### config.mk
export PLATFORM = sky130hd
export DESIGN_NAME = ddr2_port_arbiter
export DESIGN_NICKNAME = d
export VERILOG_FILES = /design/src/rtl/ddr2_port_arbiter.sv
export SDC_FILE = /design/constraint.sdc
export NUM_CORES = 1
export LEC_CHECK = 0
export CAP_MARGIN = 30
export CORE_MARGIN = 1
export CORE_UTILIZATION = 45
export DETAILED_ROUTE_END_ITERATION = 8
export GPL_TIMING_DRIVEN = 0
export PLACE_DENSITY = 0.92
export SETUP_SLACK_MARGIN = 0.15
export SKIP_LAST_GASP = 1
export SLEW_MARGIN = 15
export SYNTH_ARGS = -nofsm -noshare
export SYNTH_HDL_FRONTEND = slang
export SYNTH_SLANG_ARGS = --single-unit
export TNS_END_PERCENT = 20
### constraint.sdc
create_clock -name clk_i -period 3.1 [get_ports clk_i]
set_input_delay 0.62 -clock clk_i [delete_from_list [all_inputs] [get_ports clk_i]]
set_output_delay 0.62 -clock clk_i [all_outputs]
set_load 0.005 [all_outputs]
### src/rtl/ddr2_port_arbiter.sv
// ddr2_port_arbiter
// Shares the single DDR2 controller local port between the video pixel
// prefetch stream (reads) and the host frame-loading stream (writes).
// Bursts are a fixed BURST_LEN words; each stream keeps its own address
// counter that wraps at FRAME_WORDS. Reads win arbitration unless a pending
// write has waited WR_MAX_WAIT cycles.
//
// Ports
//   clk_i, rst_i             system clock, synchronous active-high reset
//   vid_rd_req_i             video wants a read burst (level)
//   vid_rd_data_o/valid_o    read words forwarded from the controller (RD only)
//   vid_frame_start_i        pulse: restart read addressing at 0 on next burst
//   host_wr_req_i            host holds at least BURST_LEN words
//   host_wr_data_i/valid_i   host write words
//   host_wr_ready_o          arbiter accepts a host word
//   local_rd_*, local_wr_*   DDR2 controller local port
//   local_addr_o             word address of the current burst
//   busy_o                   arbiter not in IDLE
module ddr2_port_arbiter #(
    parameter int unsigned BURST_LEN   = 8,
    parameter int unsigned WR_MAX_WAIT = 64,
    parameter int unsigned FRAME_WORDS = 1600,
    parameter int unsigned AW          = 24
) (
    input  logic          clk_i,
    input  logic          rst_i,
    input  logic          vid_rd_req_i,
    output logic [23:0]   vid_rd_data_o,
    output logic          vid_rd_valid_o,
    input  logic          vid_frame_start_i,
    input  logic          host_wr_req_i,
    input  logic [23:0]   host_wr_data_i,
    input  logic          host_wr_valid_i,
    output logic          host_wr_ready_o,
    output logic          local_rd_req_o,
    output logic          local_rd_ready_o,
    input  logic [23:0]   local_rd_data_i,
    input  logic          local_rd_valid_i,
    output logic          local_wr_req_o,
    output logic [23:0]   local_wr_data_o,
    output logic          local_wr_valid_o,
    input  logic          local_wr_ready_i,
    output logic [AW-1:0] local_addr_o,
    output logic          busy_o
);

    localparam int unsigned BW = $clog2(BURST_LEN) + 1;
    localparam int unsigned WW = $clog2(WR_MAX_WAIT + 1);

    typedef enum logic [1:0] {StIdle, StRd, StWr, StGap} state_e;

    state_e          state_q, state_d;
    logic [BW-1:0]   beat_cnt_q, beat_cnt_d;
    logic [WW-1:0]   wr_wait_q, wr_wait_d;
    logic [AW-1:0]   rd_addr_q, rd_addr_d;
    logic [AW-1:0]   wr_addr_q, wr_addr_d;
    logic            frame_rst_q, frame_rst_d;

    logic            beat_open;
    logic            last_beat;
    logic            rd_beat;
    logic            wr_beat;
    logic            wr_force;
    logic [AW:0]     rd_sum;
    logic [AW:0]     wr_sum;
    logic [AW-1:0]   rd_addr_next;
    logic [AW-1:0]   wr_addr_next;

    assign beat_open = beat_cnt_q < BW'(BURST_LEN);
    assign last_beat = beat_cnt_q == BW'(BURST_LEN - 1);
    assign rd_beat   = (state_q == StRd) && local_rd_valid_i;
    assign wr_beat   = (state_q == StWr) && host_wr_valid_i && local_wr_ready_i && beat_open;
    assign wr_force  = host_wr_req_i && (wr_wait_q >= WW'(WR_MAX_WAIT));

    // Extra MSB on the sum so the wrap compare cannot overflow.
    assign rd_sum       = {1'b0, rd_addr_q} + (AW+1)'(BURST_LEN);
    assign wr_sum       = {1'b0, wr_addr_q} + (AW+1)'(BURST_LEN);
    assign rd_addr_next = (rd_sum >= (AW+1)'(FRAME_WORDS)) ? '0 : rd_sum[AW-1:0];
    assign wr_addr_next = (wr_sum >= (AW+1)'(FRAME_WORDS)) ? '0 : wr_sum[AW-1:0];

    // State and datapath registers.
    always_ff @(posedge clk_i) begin
        if (rst_i) begin
            state_q     <= StIdle;
            beat_cnt_q  <= '0;
            wr_wait_q   <= '0;
            rd_addr_q   <= '0;
            wr_addr_q   <= '0;
            frame_rst_q <= 1'b0;
        end else begin
            state_q     <= state_d;
            beat_cnt_q  <= beat_cnt_d;
            wr_wait_q   <= wr_wait_d;
            rd_addr_q   <= rd_addr_d;
            wr_addr_q   <= wr_addr_d;
            frame_rst_q <= frame_rst_d;
        end
    end

    // Next state: IDLE arbitrates, bursts end on their final beat.
    always_comb begin
        state_d = state_q;
        unique case (state_q)
            StIdle: begin
                if (wr_force)           state_d = StWr;
                else if (vid_rd_req_i)  state_d = StRd;
                else if (host_wr_req_i) state_d = StWr;
            end
            StRd:    if (rd_beat && last_beat) state_d = StGap;
            StWr:    if (wr_beat && last_beat) state_d = StGap;
            StGap:   state_d = StIdle;
            default: state_d = StIdle;
        endcase
    end

    // Beat counting, address advance, frame restart and write-wait tracking.
    always_comb begin
        beat_cnt_d  = beat_cnt_q;
        rd_addr_d   = rd_addr_q;
        wr_addr_d   = wr_addr_q;
        frame_rst_d = frame_rst_q | vid_frame_start_i;
        wr_wait_d   = wr_wait_q;

        if (rd_beat || wr_beat) begin
            beat_cnt_d = last_beat ? '0 : beat_cnt_q + 1'b1;
        end
        if (rd_beat && last_beat) rd_addr_d = rd_addr_next;
        if (wr_beat && last_beat) wr_addr_d = wr_addr_next;

        // Only IDLE consumes the restart, so a pulse mid-burst affects the next burst.
        if ((state_q == StIdle) && frame_rst_d) begin
            rd_addr_d   = '0;
            frame_rst_d = 1'b0;
        end

        if (!host_wr_req_i || ((state_q != StWr) && (state_d == StWr))) begin
            wr_wait_d = '0;
        end else if ((state_q != StWr) && (wr_wait_q < WW'(WR_MAX_WAIT))) begin
            wr_wait_d = wr_wait_q + 1'b1;
        end
    end

    // Outputs decoded from the registered state.
    always_comb begin
        vid_rd_data_o    = '0;
        vid_rd_valid_o   = 1'b0;
        host_wr_ready_o  = 1'b0;
        local_rd_req_o   = 1'b0;
        local_rd_ready_o = 1'b0;
        local_wr_req_o   = 1'b0;
        local_wr_data_o  = '0;
        local_wr_valid_o = 1'b0;
        local_addr_o     = '0;
        busy_o           = state_q != StIdle;
        unique case (state_q)
            StRd: begin
                local_rd_req_o   = 1'b1;
                local_rd_ready_o = 1'b1;
                local_addr_o     = rd_addr_q;
                vid_rd_data_o    = local_rd_data_i;
                vid_rd_valid_o   = local_rd_valid_i;
            end
            StWr: begin
                local_wr_req_o   = 1'b1;
                local_addr_o     = wr_addr_q;
                host_wr_ready_o  = local_wr_ready_i && beat_open;
                local_wr_valid_o = host_wr_valid_i && beat_open;
                local_wr_data_o  = host_wr_data_i;
            end
            default: begin
            end
        endcase
    end

endmodule

==> impl_metrics.csv <==
group,metric,value,unit
finish,fin_cells,723,
routing,wire_per_inst,15.7,um
die,ios,135,
global_routing,grt_pass1_vias,3812,
pwr,leakagePower,1.96,nW
logic_synthesis,synth.area.top_cells,"dfxtp_1, and2_1, nand2_1",
sta,tightest_slew,0.909,ns
pwr,swShare,0.236,
routing,num_vias,4113,
pwr,internal-power,1.26,mW
cts,htree_levels,2,
cts,cts_buffer_depth,2,
die,die_h,92.5,um
sta,rsz0062_at_grt,"true",
global_routing,busiest_layer,"met2",
cts,clkTransAtPathRegs,0.10,ns
place,dp.cells,716,
logic_synthesis,syn_area,3680,um^2
cts,clk_latency,0.31,ns
min_path,hold_class,"flip-flop to flip-flop",
routing,drc_errors,0,
worst_setup_path,arrival,2.31,ns
pwr,seqPwrFrac,0.446,
die,initial_core_util,0.472,
die,rows,32,
logic_synthesis,synthArstFlopShare,0,
die,dieArea,8550,um^2
cts,cts.sinks,56,
worst_setup_path,critical_path_buf_inv_count,5,
routing,ant_nets,0,
logic_synthesis,synth.yosys.seq_area_share,0.304,
worst_setup_path,crit_chain,"inv_1, ha_1, clkbuf_2, buf_2, clkbuf_2, and2_1, clkdlybuf4s50_1",
cts,cts_tree,"done",
logic_synthesis,ys_ff_latch,56,
logic_synthesis,netlist-cell-type-count,56,
cts,cts_buffers,5,
sta,slew_viol_final,0,
worst_setup_path,cp-start-kind,"flip-flop",
place,dp_hpwl,8.62,mm
global_routing,met2_usage,0.477,
sta,post-route-period-util,0.945,
worst_setup_path,cp_common_cell,"clkbuf_2",
logic_synthesis,synthFlopType,"dfxtp_1",
die,core_area,7810,um^2
worst_setup_path,critical_path.top_delay_family,"buffers and inverters",
pwr,pwr-share-comb,0.217,
global_routing,track_usage,0.260,
die,die_w,92.5,um
finish,area_delta_synth_final,44.0,%
finish,nets,685,
global_routing,grt_pass1_wl,18.2,mm
pwr,p_sw,388,uW
worst_setup_path,required,2.48,ns
logic_synthesis,synth_edf_count,0,
cts,clockRootBuffer,"clkbuf_8",
worst_setup_path,worstSetupEndpointType,"output port",
sta,fin_tns_setup,0,ns
job,drv_cap,0,
sta,max_slew_margin,0.378,
run_status,outcome,"finished clean",
logic_synthesis,avgSynthCellArea,7.66,um^2
sta,hold_viol_final,0,
pwr,power_density,310,nW/um^2
place,gp_congestion,0.952,
sta,max_freq,341,MHz
routing,vias_per_cell,5.69,
place,io_buffers,131,
pwr,p_clk_frac,0.336,
logic_synthesis,yosys.area.top_type_share,0.304,
global_routing,grt_overflow,0,
worst_setup_path,worstPathMaxFanout,10,
sta,skew,0.00779,ns
worst_setup_path,cpPeakStageDelay,0.53,ns
routing,wirelength,11.3,mm
global_routing,antenna_found_initial,0,
logic_synthesis,syn_inst,481,
logic_synthesis,synth_top_area_cell,"dfxtp_1",
global_routing,use_met1,0.304,
pwr,ir_drop,261,uV
global_routing,grt_max_degree,17,
routing,detail_route.iter0.violations,347,
finish,diodes,0,
routing,first_pass_iters,5,
finish,drive_gt1_frac,0.0773,
worst_setup_path,cpMaxStageDelayCell,"clkdlybuf4s50_1",
worst_setup_path,crit_type,"flip-flop to output port",
cts,cts-hold-fix-buffers,0,
sta,period_needed,2.93,ns
logic_synthesis,synth_warnings,0,
finish,n_fill_cell,629,
cts,cts_setup_buffers,0,
sta,setup_viol,0,
global_routing,globalRouteMet3Util,0.0452,
cells in the mapped netlist, types with 11 or more instances:
library cell,number
and2_1,62
dfxtp_1,56
nand2_1,47
nor2_1,32
clkbuf_1,25
nand3_1,25
a22oi_1,22
nor2b_1,22
and3_1,14
o21ai_0,14
a21oi_1,13
nand4_1,11
or3_1,11
final cells by class:
class	count	area, um^2	share of cell area
Buffer	39	205	0.0387
Clock buffer	5	68.8	0.0130
Clock inverter	2	60.1	0.0113
Inverter	7	26.3	0.00495
Multi-Input combinational cell	381	2380	0.449
Sequential cell	56	1120	0.212
Tap cell	102	128	0.0241
Timing Repair Buffer	131	1310	0.247
power by group through the flow:
stage	clock network (mW)	logic (mW)	registers [mW]
after floorplan	0	0.147	0.749
after global placement	0	0.335	0.750
after detailed placement	0	0.347	0.750
after CTS	0.556	0.353	0.734
after global routing	0.587	0.387	0.735
final	0.554	0.357	0.734
per-layer routing:
| metal | up-vias | share of wire |
|---|---|---|
| met5 | - | 0 |
| met4 | 0 | 0.023 |
| met3 | 34 | 0.080 |
| met2 | 194 | 0.52 |
| met1 | 1916 | 0.38 |
| li1 | 1969 | - |
flip-flops by register name, indices dropped and copies added, names as in the netlist:
register     count
beat_cnt_q       4
wr_addr_q       21
wr_wait_q        7
state_q          2
rd_addr_q       21
frame_rst_q      1
final timing paths:
check                                   from                         end  slack [ns]  depth (start not counted)
setup / recovery       state_q[0]$_SDFF_PP0_         local_wr_data_o[18]        0.17                          7
hold / removal    wr_addr_q[21]$_SDFFE_PP0P_  wr_addr_q[21]$_SDFFE_PP0P_        0.50                          2
setup reg to reg   wr_addr_q[3]$_SDFFE_PP0P_   wr_addr_q[4]$_SDFFE_PP0P_        0.22                          8
hold reg to reg   wr_addr_q[21]$_SDFFE_PP0P_  wr_addr_q[21]$_SDFFE_PP0P_        0.50                          2
through the flow:
| stage | hold slack, ns | power, mW | setup WS, ns | area [um^2] | utilization |
|---|---|---|---|---|---|
| final | 0.502 | 1.65 | 0.170 | 5300 | 0.679 |
| after global placement | 0.467 | 1.08 | 0.170 | 5130 | 0.657 |
| after CTS | 0.498 | 1.64 | 0.0592 | 5270 | 0.675 |
| after floorplan | 0.448 | 0.896 | 0.451 | 3690 | - |
| after detailed placement | 0.482 | 1.10 | 0.0887 | 5130 | 0.657 |
| after global routing | 0.527 | 1.71 | 0.0391 | 5300 | 0.679 |
timing repair:
item                       4_1_cts  5_1_grt
resized for setup                9       20
setup endpoints to repair       72       67
hold endpoints to repair         0        0
worst reg2reg max path: stages, from the launching register on:
cell      delay, ns
dfxtp_2        0.47
ha_4           0.22
nand3_2        0.15
or4_4          0.59
a211oi_1       0.47
o22ai_1        0.18
nor4bb_1       0.46
nand2_1        0.11
a21oi_1        0.15
logic make-up after synthesis:
logic type               after synthesis  share of synthesized area
flip-flops                            56                      0.304
AO/OA/AOI/OAI                         83                      0.153
multiplexers                           4                     0.0112
adder cells (fa/ha/maj)                8                     0.0272
XOR/XNOR                              12                     0.0285
AND/OR/NAND/NOR                      271                      0.418
buffers and inverters                 46                     0.0571
other                                  1                    0.00102
placed cells by master (no fill, tap or decap), drive strengths merged, types with 6 or more instances in the layout:
cell type and instances:
clkdlybuf4s50 131, nand4 11, a21oi 14, a211oi 8, clkbuf 26, nor2b 22, xnor2 8, buf 18
ha 8, inv 7, and3 14, a22oi 22, nor3 9, nor4 6, nand3 26, and2 64
dfxtp 56, or3 11, a21o 9, o21ai 14, nand2 47, nor2 32
Note: power is estimated with default switching activity, not from simulation.
